`config.mk`:
```
export PLATFORM = sky130hd
export DESIGN_NAME = sr_drive_ctrl
export DESIGN_NICKNAME = d
export VERILOG_FILES = /design/src/rtl/sr_pkg.sv /design/src/rtl/sr_pulse_timer.sv /design/src/rtl/sr_drive_ctrl.sv
export SDC_FILE = /design/constraint.sdc
export NUM_CORES = 1
export LEC_CHECK = 0
export ABC_AREA = 1
export CORE_UTILIZATION = 46
export DETAILED_ROUTE_END_ITERATION = 6
export HOLD_SLACK_MARGIN = 0.02
export PLACE_DENSITY = 0.73
export SKIP_LAST_GASP = 1
export SYNTH_ARGS = -nofsm -noshare
export SYNTH_HDL_FRONTEND = slang
export SYNTH_SLANG_ARGS = --single-unit
```
`constraint.sdc`:
```
create_clock -name CLK -period 1.4 [get_ports CLK]
set_input_delay 0.28 -clock CLK [delete_from_list [all_inputs] [get_ports CLK]]
set_output_delay 0.28 -clock CLK [all_outputs]
set_load 0.03 [all_outputs]
```
`src/rtl/sr_pkg.sv`:
```
// Shared definitions for the SR flip-flop drive controller.
package sr_pkg;

  typedef enum logic [1:0] {
    ST_IDLE   = 2'd0,
    ST_PULSE  = 2'd1,
    ST_SETTLE = 2'd2,
    ST_CHECK  = 2'd3
  } sr_state_t;

  localparam logic OP_SET = 1'b1;
  localparam logic OP_CLR = 1'b0;

  localparam int DEF_PULSE_CYCLES  = 2;
  localparam int DEF_SETTLE_CYCLES = 2;
  localparam int DEF_MAX_RETRY     = 3;
  localparam int DEF_CNT_W         = 4;

  // Readback is good only when Q matches the command and Qn is its complement;
  // Q==Qn (both rails equal) is never a pass.
  function automatic logic fb_match(input logic op, input logic q, input logic qn);
    return (q == op) && (qn == ~op);
  endfunction

endpackage

```
`src/rtl/sr_pulse_timer.sv`:
```
// Loadable down-counter shared by the pulse and settle phases.
// expire is high while the count sits at 1; the count parks at 0 and never wraps.
module sr_pulse_timer #(
  parameter int CNT_W = 4
) (
  input  logic             clk,
  input  logic             rst,
  input  logic             load,
  input  logic [CNT_W-1:0] load_val,
  output logic             expire
);

  logic [CNT_W-1:0] cnt;

  // Load takes priority; otherwise count down and hold at zero.
  always_ff @(posedge clk) begin
    if (rst) begin
      cnt <= '0;
    end else if (load) begin
      cnt <= load_val;
    end else if (cnt != '0) begin
      cnt <= cnt - CNT_W'(1);
    end
  end

  assign expire = (cnt == CNT_W'(1));

endmodule

```
`src/rtl/sr_drive_ctrl.sv`:
```
// Drive controller for the gated-NAND SR flip-flop: pulses S or R for a fixed
// width, waits a settle gap, checks Q/Qn readback and retries on mismatch.
//
// state     | meaning
// ----------+-------------------------------------------------------------
// ST_IDLE   | ready for a command, S=R=0
// ST_PULSE  | driving S=op_q / R=~op_q for PULSE_CYCLES
// ST_SETTLE | S=R=0 for SETTLE_CYCLES so the flip-flop output can settle
// ST_CHECK  | one cycle readback compare: DONE, retry, or ERR
module sr_drive_ctrl
  import sr_pkg::*;
#(
  parameter int PULSE_CYCLES  = DEF_PULSE_CYCLES,
  parameter int SETTLE_CYCLES = DEF_SETTLE_CYCLES,
  parameter int MAX_RETRY     = DEF_MAX_RETRY,
  parameter int CNT_W         = DEF_CNT_W
) (
  input  logic CLK,
  input  logic RST,
  input  logic CMD_VALID,
  input  logic CMD_OP,
  output logic CMD_READY,
  output logic S,
  output logic R,
  input  logic Q_FB,
  input  logic QN_FB,
  output logic BUSY,
  output logic DONE,
  output logic ERR,
  output logic ERR_STICKY
);

  localparam int RW = (MAX_RETRY > 0) ? $clog2(MAX_RETRY + 1) : 1;
  localparam logic [RW-1:0]    RETRY_LIM = RW'(MAX_RETRY);
  localparam logic [CNT_W-1:0] PULSE_LD  = CNT_W'(PULSE_CYCLES);
  localparam logic [CNT_W-1:0] SETTLE_LD = CNT_W'(SETTLE_CYCLES);

  sr_state_t        state;
  logic             op_q;
  logic [RW-1:0]    retry;
  logic             accept;
  logic             fb_pass;
  logic             retry_left;
  logic             tmr_load;
  logic [CNT_W-1:0] tmr_val;
  logic             tmr_exp;

  assign CMD_READY  = (state == ST_IDLE);
  assign BUSY       = (state != ST_IDLE);
  assign accept     = CMD_VALID && CMD_READY;
  assign fb_pass    = fb_match(op_q, Q_FB, QN_FB);
  assign retry_left = (retry < RETRY_LIM);

  // Timer reloads on accept, on pulse->settle, and on a retry back into pulse.
  always_comb begin
    tmr_load = 1'b0;
    tmr_val  = PULSE_LD;
    case (state)
      ST_IDLE:  tmr_load = accept;
      ST_PULSE: begin
        tmr_load = tmr_exp;
        tmr_val  = SETTLE_LD;
      end
      ST_CHECK: tmr_load = !fb_pass && retry_left;
      default:  tmr_load = 1'b0;
    endcase
  end

  sr_pulse_timer #(.CNT_W(CNT_W)) u_timer (
    .clk      (CLK),
    .rst      (RST),
    .load     (tmr_load),
    .load_val (tmr_val),
    .expire   (tmr_exp)
  );

  // Sequencer with registered drives; S and R are only ever set as complements
  // of op_q in PULSE, so they can never be high together.
  always_ff @(posedge CLK) begin
    if (RST) begin
      state      <= ST_IDLE;
      op_q       <= OP_CLR;
      retry      <= '0;
      S          <= 1'b0;
      R          <= 1'b0;
      DONE       <= 1'b0;
      ERR        <= 1'b0;
      ERR_STICKY <= 1'b0;
    end else begin
      DONE <= 1'b0;
      ERR  <= 1'b0;
      case (state)
        ST_IDLE: begin
          if (accept) begin
            state      <= ST_PULSE;
            op_q       <= CMD_OP;
            retry      <= '0;
            ERR_STICKY <= 1'b0;
            S          <= CMD_OP;
            R          <= ~CMD_OP;
          end
        end
        ST_PULSE: begin
          if (tmr_exp) begin
            state <= ST_SETTLE;
            S     <= 1'b0;
            R     <= 1'b0;
          end
        end
        ST_SETTLE: begin
          if (tmr_exp) begin
            state <= ST_CHECK;
          end
        end
        ST_CHECK: begin
          if (fb_pass) begin
            DONE  <= 1'b1;
            state <= ST_IDLE;
          end else if (retry_left) begin
            retry <= retry + RW'(1);
            state <= ST_PULSE;
            S     <= op_q;
            R     <= ~op_q;
          end else begin
            ERR        <= 1'b1;
            ERR_STICKY <= 1'b1;
            state      <= ST_IDLE;
          end
        end
        default: begin
          state <= ST_IDLE;
          S     <= 1'b0;
          R     <= 1'b0;
        end
      endcase
    end
  end

endmodule

```
==> summary.txt, run 1 <==
Status
  – Status: completed

Setup path
  – Setup crit end kind: output pin
  – Buf/Inv on CP: 3
  – Required @ worst endpoint: approximately 1.1 ns
  – Worst-path fanout max: 4
  – Critical path's top delay family: flip-flops
  – WS Path Type: register to output pin
  – Crit path DAT: about 1.1 ns
  – CP max stage delay: between 0.3 and 0.4 ns
  – CP most frequent cell: inv_4
  – CP Launch Type: register
  – Crit-path cells: inv_4 -> ha_4 -> inv_4 -> buf_6
  – CP max-delay cell: dfxtp_4

Timing
  – Worst-Margin Slew: 0.2924 ns
  – Worst Slack Setup Final: between 0.03 and 0.04 ns
  – Slew Limit Fails: 0
  – Final setup violation count: 0
  – Final number of hold-violating endpoints: 0
  – Setup TNS: 0 ns
  – Final hold slack: approximately 0.47 ns
  – Max Clk Rate: 0.7340 GHz
  – Layout Skew: 0.006837 ns
  – Min Tclk post-route: about 1.4 ns
  – Worst rel slew slack: between 80% and 90%
  – RSZ-0062 raised after global routing: true
  – Period utilization: approximately 97%

Place
  – GPL Wtd Cong: slightly below 0.8
  – Input/output buffers: 12
  – Pre-CTS setup slack: -0.1223 ns
  – HPWL after detailed placement: around 1.4 mm
  – Placed cell areas: 1074 µm²

Routing
  – Drt total wl: about 1.8 mm
  – Detailed-route wire length per cell: 10.73 µm
  – Routed Antenna Nets: 0
  – Number of remaining DRC errors: 0
  – Starting DRT DRC Count: 14
  – Detailed-route via count: between 700 and 800
  – Pre-antenna DRT Iters: 4
  – DR vias/cell: about 4.7

Global routing
  – Total gr overflow: 0
  – GRT busiest layer: met2
  – GRT Total Usage: between 20% and 30%
  – Antenna violations before repair: 0
  – Met3 Resource Use GR: under 10%
  – Met1 GRT Util: about a quarter
  – Pin count of the biggest net entering global routing: 9
  – First-pass GRT wire length: between 3 and 4 mm
  – Number of global-route vias before repair: 750
  – Global Route met2 Usage: roughly 37%

Logic synthesis
  – Netlist Area Pre-Place: 840.8 µm²
  – Dominant cells by area after synthesis: dfxtp_1 (33%), ha_1 (10%), nand2_1 (8.0%)
  – Area share of the largest cell type after synthesis: about a third
  – Post-Syn Area per Cell: ~7.4 µm²
  – Yosys cell types: 25
  – Synth area leader: dfxtp_1
  – Yosys warns: 0
  – Sequential-to-total area share from yosys stat: about a third
  – Syn Nets: 127
  – Cells after Synth: 114
  – Number of synthesized register bits: 14

Clock tree
  – Hold-fix buffers, CTS: 0
  – Clk pin slew, worst setup/hold paths: 0.09 ns
  – Clk_lat worst skew: approximately 0.28 ns
  – Post-CTS setup buffer count: 0
  – Clock sinks: 14
  – # H-tree levels: 1
  – Max Root-Sink Buffers: 2
  – Total CTS buffers: 3
  – Clk root buf: clkbuf_4
  – CTS tree: yes

Power
  – Sequential share of power: a little under a third
  – Leakage power: ~0.55 nW
  – Internal: roughly 1.1 mW
  – Sw Ratio: between 40% and 50%
  – Net Switching: 0.8544 mW
  – Combinational Power Share: ~55%
  – Pwr per Cell Area: between 1500 and 2000 nW/µm²
  – Clock power frac: between 10% and 20%
  – Peak supply drop: around 0.9 mV

Final layout
  – ANT cells: 0
  – Ratio of cells with drive above 1 in the final layout: 36.43%
  – Utilization after layout: 65.14%
  – Final instance area: between 1000 and 1500 µm²
  – Nets: 154
  – Area Overhead vs Synth: 33.78%

Floorplanning
  – IO Count: 13
  – Die Wd: between 40 and 50 µm
  – Initial Utilization: between 40% and 50%
  – Die area: ~2000 µm²
  – Core ar.: around 1700 µm²
  – Die Span Y: between 40 and 50 µm
  – Num rows: 15

Worst hold path
  – Hold crit path type: register to register

Run
  – Max Cap Viol: 0
==> path summary, 6_finish.rpt <==
check,from,endpoint,slack (ns),cells past startpoint
max,state[0]$_SDFFE_PP0P_,BUSY,0.04,4
max reg2reg,state[0]$_SDFFE_PP0P_,state[0]$_SDFFE_PP0P_,0.04,7
min,retry[1]$_SDFFE_PP0P_,retry[1]$_SDFFE_PP0P_,0.47,2
min reg2reg,retry[1]$_SDFFE_PP0P_,retry[1]$_SDFFE_PP0P_,0.47,2
==> synth_stat cells (all sizes together) <==
cell type  count
or2            2
a21oi          9
nand4          2
inv           19
o211ai         1
ha             7
a22oi          1
buf            1
nor3           2
o21ai          4
o21bai         1
nor2          18
o22ai          1
dfxtp         14
nand3          4
nand2         28
==> cells by family after synthesis <==
| logic type | synth area share [%] |
|---|---|
| flip-flops | 33.33 |
| AND/OR/NAND/NOR | 33.63 |
| adder cells (fa/ha/maj) | 10.42 |
| buffers and inverters | 10.12 |
| AO/OA/AOI/OAI | 12.50 |
==> sequential cells by signal, indices dropped and copies added (netlist names) <==
signal       cells
S                1
ERR_STICKY       1
retry            2
u_timer.cnt      4
state            2
op_q             1
R                1
DONE             1
ERR              1
==> worst reg2reg max path: cells and delay by family, from the launching register on <==
family,cells,cell delay [ns]
compound gates,2,0.24
fa+ha+maj,1,0.18
simple gates,3,0.39
flops,1,0.39
buf+inv,1,0.05
==> power by group through the flow <==
| stage | Combinational [mW] | Clock (mW) | Sequential [mW] |
|---|---|---|---|
| after floorplan | 0.718 | 0 | 0.613 |
| after global placement | 1.03 | 0 | 0.580 |
| after detailed placement | 1.08 | 0 | 0.588 |
| after CTS | 1.08 | 0.293 | 0.584 |
| after global routing | 1.21 | 0.310 | 0.605 |
| final | 1.08 | 0.291 | 0.596 |
==> timing repair <==
| action | 4_1_cts | 5_1_grt |
|---|---|---|
| cloned | 0 | 0 |
| setup endpoints to repair | 12 | 11 |
| gates resized for setup | 9 | 6 |
| pin swaps | 1 | 2 |
==> placed cells by master (no fill, tap or decap), drive strengths merged, types with 5 or more instances in the layout <==
cell / netlist / routed
dfxtp: 14 / 14
ha: 7 / 7
nor2: 18 / 18
inv: 19 / 19
a21oi: 9 / 9
nand2: 28 / 28
dlygate4sd2: 0 / 5
clkdlybuf4s50: 0 / 5
buf: 1 / 13
==> layer usage <==
metal  vias to the layer above  part of all wire [%]
li1                        408                     -
met4                         0                  0.68
met1                       354                    44
met5                         -                     0
met3                         2                   3.2
met2                        15                    52
==> per-stage QoR <==
step	instances	total power, mW
2_1_floorplan	114	1.331
3_3_place_gp	161	1.611
3_5_place_dp	161	1.663
4_1_cts	165	1.953
5_1_grt	165	2.128
6_report	165	1.969
==> layout make-up <==
cell class	instances	area (µm²)
repair buffers	23	195.2
clock buffers	4	36.28
fillers	178	601.8
multi-input cells	80	495.5
inverters	19	78.83
well taps	25	31.28
flip-flops and latches	14	287.8
Note: power is estimated with default switching activity, not from simulation.
==> run 2: changes to the inputs <==
--- a/config.mk
+++ b/config.mk
@@ -6,10 +6,12 @@
 export NUM_CORES = 1
 export LEC_CHECK = 0
 export ABC_AREA = 1
-export CORE_UTILIZATION = 46
+export CELL_PAD_IN_SITES_DETAIL_PLACEMENT = 1
+export CELL_PAD_IN_SITES_GLOBAL_PLACEMENT = 1
+export CORE_UTILIZATION = 33
 export DETAILED_ROUTE_END_ITERATION = 6
 export HOLD_SLACK_MARGIN = 0.02
-export PLACE_DENSITY = 0.73
+export PLACE_DENSITY_LB_ADDON = 0.1
 export SKIP_LAST_GASP = 1
 export SYNTH_ARGS = -nofsm -noshare
 export SYNTH_HDL_FRONTEND = slang
==> run 2 against run 1 <==
Critical path depth did not move. Flip-flop and latch count did not move. Die area rose by 37%. Cell count rose by 2.4%. Register-to-register slack barely moved. Non-clock buffer count rose by 2. Fmax fell by 2.2%. Hold slack got worse by 0.0049 ns. Wire length rose by 12%. Sequential power fell by 1%. Via count rose by 0.39%. Critical endpoint unchanged.
==> summary.txt, run 2 (synthesis results as in run 1) <==
Place
  – HPWL after detailed placement: roughly 1.6 mm
  – Input/output buffers: 12
  – GPL Wtd Cong: about 0.77
  – Placed Cells: about 170

Timing
  – Worst-Margin Slew: 0.3038 ns
  – Slew Limit Fails: 0
  – Max Clk Rate: around 0.72 GHz
  – Final setup violation count: 0
  – Period utilization: 99.49%
  – Layout Skew: around 0.0029 ns
  – Min Tclk post-route: around 1.4 ns
  – Worst rel slew slack: between 70% and 80%
  – Final number of hold-violating endpoints: 0
  – RSZ-0062 raised after global routing: true

Final layout
  – Ratio of cells with drive above 1 in the final layout: between 30 and 40%
  – Leading cell types in the layout, fill and taps excluded: nand2_1 (18), nor2_1 (14), buf_4 (13)
  – Nets: between 150 and 200
  – Largest regs: u_timer.cnt: 4 flops, retry: 2 flops, state: 2 flops
  – Cell Count, Final, Fillers Out: approximately 170
  – Biggest register: u_timer.cnt
  – Seq. cell area: between 200 and 300 µm²
  – Most common cell after layout, fill and taps aside: nand2_1
  – Multi-input gate area: 503.0 µm²
  – Area Overhead vs Synth: 35.42%
  – ANT cells: 0
  – Filler cells: 302
  – Utilization after layout: between 40 and 50%
  – Max FFs per register: 4

Clock tree
  – Max Root-Sink Buffers: 2
  – Clock sinks: 14
  – CTS tree: yes
  – Total CTS buffers: 3
  – Hold-fix buffers, CTS: 0
  – Clk_lat worst skew: between 0.2 and 0.3 ns
  – Clk pin slew, worst setup/hold paths: around 0.080 ns
  – Clk root buf: clkbuf_4
  – # H-tree levels: 1

Routing
  – DR vias/cell: around 4.6
  – Drt total wl: 1.989 mm
  – Starting DRT DRC Count: 6
  – Detailed-route wire length per cell: 11.77 µm
  – Detailed-route via count: 782
  – Pre-antenna DRT Iters: 3
  – Routed Antenna Nets: 0
  – Number of remaining DRC errors: 0

Floorplanning
  – Die area: approximately 2800 µm²
  – Die Span Y: ~52 µm
  – IO Count: 13
  – Die Wd: 52.48 µm
  – Num rows: 17
  – Core ar.: roughly 2300 µm²
  – Initial Utilization: roughly 37%

Global routing
  – First-pass GRT wire length: approximately 3.4 mm
  – Total gr overflow: 0
  – Antenna violations before repair: 0
  – GRT Total Usage: 17.88%
  – Pin count of the biggest net entering global routing: 8
  – Number of global-route vias before repair: 820

Power
  – Leakage power: between 0.5 and 0.6 nW
  – Peak supply drop: 0.8463 mV
  – Pwr per Cell Area: 1734 nW/µm²

Setup path
  – Worst flop-to-flop path startpoint: state[1]$_SDFFE_PP0P_
  – Worst-path fanout max: 4
  – CP startpoint: state[1]$_SDFFE_PP0P_
  – CP max stage delay: between 0.3 and 0.4 ns
  – Critical path's top delay family: flip-flops
  – Levels on crit path: 4
  – Crit-path cells: inv_2 -> ha_4 -> inv_4 -> buf_6
  – Reg2Reg Setup Slack: ~0.030 ns
  – CP max-delay cell: dfxtp_2
  – Crit path DAT: approximately 1.1 ns
  – WS Path Type: register to output pin
  – Setup crit end kind: output pin
  – Reg-to-reg critical path endpoint: state[0]$_SDFFE_PP0P_
  – Required @ worst endpoint: 1.12 ns
  – CP Launch Type: register
  – Reg2reg path depth: 6
  – Buf/Inv on CP: 3

Run
  – Max Cap Viol: 0

Worst hold path
  – Worst hold endpoint: retry[1]$_SDFFE_PP0P_
  – Hold path cells: 2
  – Hold crit path type: register to register
  – Worst Min Path Start: retry[1]$_SDFFE_PP0P_

Status
  – Status: completed
-- run 2: worst reg2reg max path, delay by kind of cell, from the launching register on --
family	cells	cell delay, ns
simple gates	1	0.23
buf+inv	1	0.12
flops	1	0.35
compound gates	3	0.46
fa+ha+maj	1	0.15
-- run 2: how the worst max path moves through the flow --
stage,end
final,BUSY
after global routing,BUSY
after CTS,BUSY
after detailed placement,S$_SDFFE_PP0P_
after global placement,S$_SDFFE_PP0P_
after floorplan,S$_SDFFE_PP0P_
-- run 2: final cells by class --
cell class | instances | area share (%)
multi-input cells | 80 | 44.18
well taps | 28 | 3.077
inverters | 19 | 6.923
clock buffers | 3 | 1.978
repair buffers | 25 | 18.79
flip-flops and latches | 14 | 25.06
-- run 2: where the power goes --
| group | switching, mW | leakage, nW | total [mW] | internal (mW) |
|---|---|---|---|---|
| Sequential | 0.0909 | 0.115 | 0.590 | 0.499 |
| Combinational | 0.647 | 0.424 | 1.15 | 0.498 |
| Clock | 0.140 | 0.0138 | 0.240 | 0.100 |
| Total | 0.878 | 0.553 | 1.97 | 1.10 |
-- run 2: per-stage QoR --
step	hold WS (ns)	cell area (µm²)	total power, mW	worst slack, ns	TNS [ns]
2_1_floorplan	0.3424	855.8	1.331	0.006792	0
3_3_place_gp	0.4579	1085	1.656	-0.08147	-0.3756
3_5_place_dp	0.4615	1085	1.686	-0.1669	-0.6589
4_1_cts	0.4741	1107	1.940	-0.001138	-0.001138
5_1_grt	0.4904	1139	2.175	-0.05890	-0.2201
6_report	0.4671	1139	1.975	0.007172	0
-- run 2: repair_timing --
action                     4_1_cts  5_1_grt
setup endpoints to repair       10       12
pin swaps                        0        3
setup buffers                    0        1
gates resized for setup          9        9
-- run 2: routing by layer --
| layer | global-route usage [%] | vias to the layer above | routed length [µm] |
|---|---|---|---|
| met5 | 0 | - | 0 |
| met4 | 7.456 | 0 | 16 |
| met3 | 6.087 | 2 | 67 |
| met2 | 30.38 | 11 | 1019 |
| met1 | 20.07 | 359 | 885 |
| li1 | - | 410 | - |
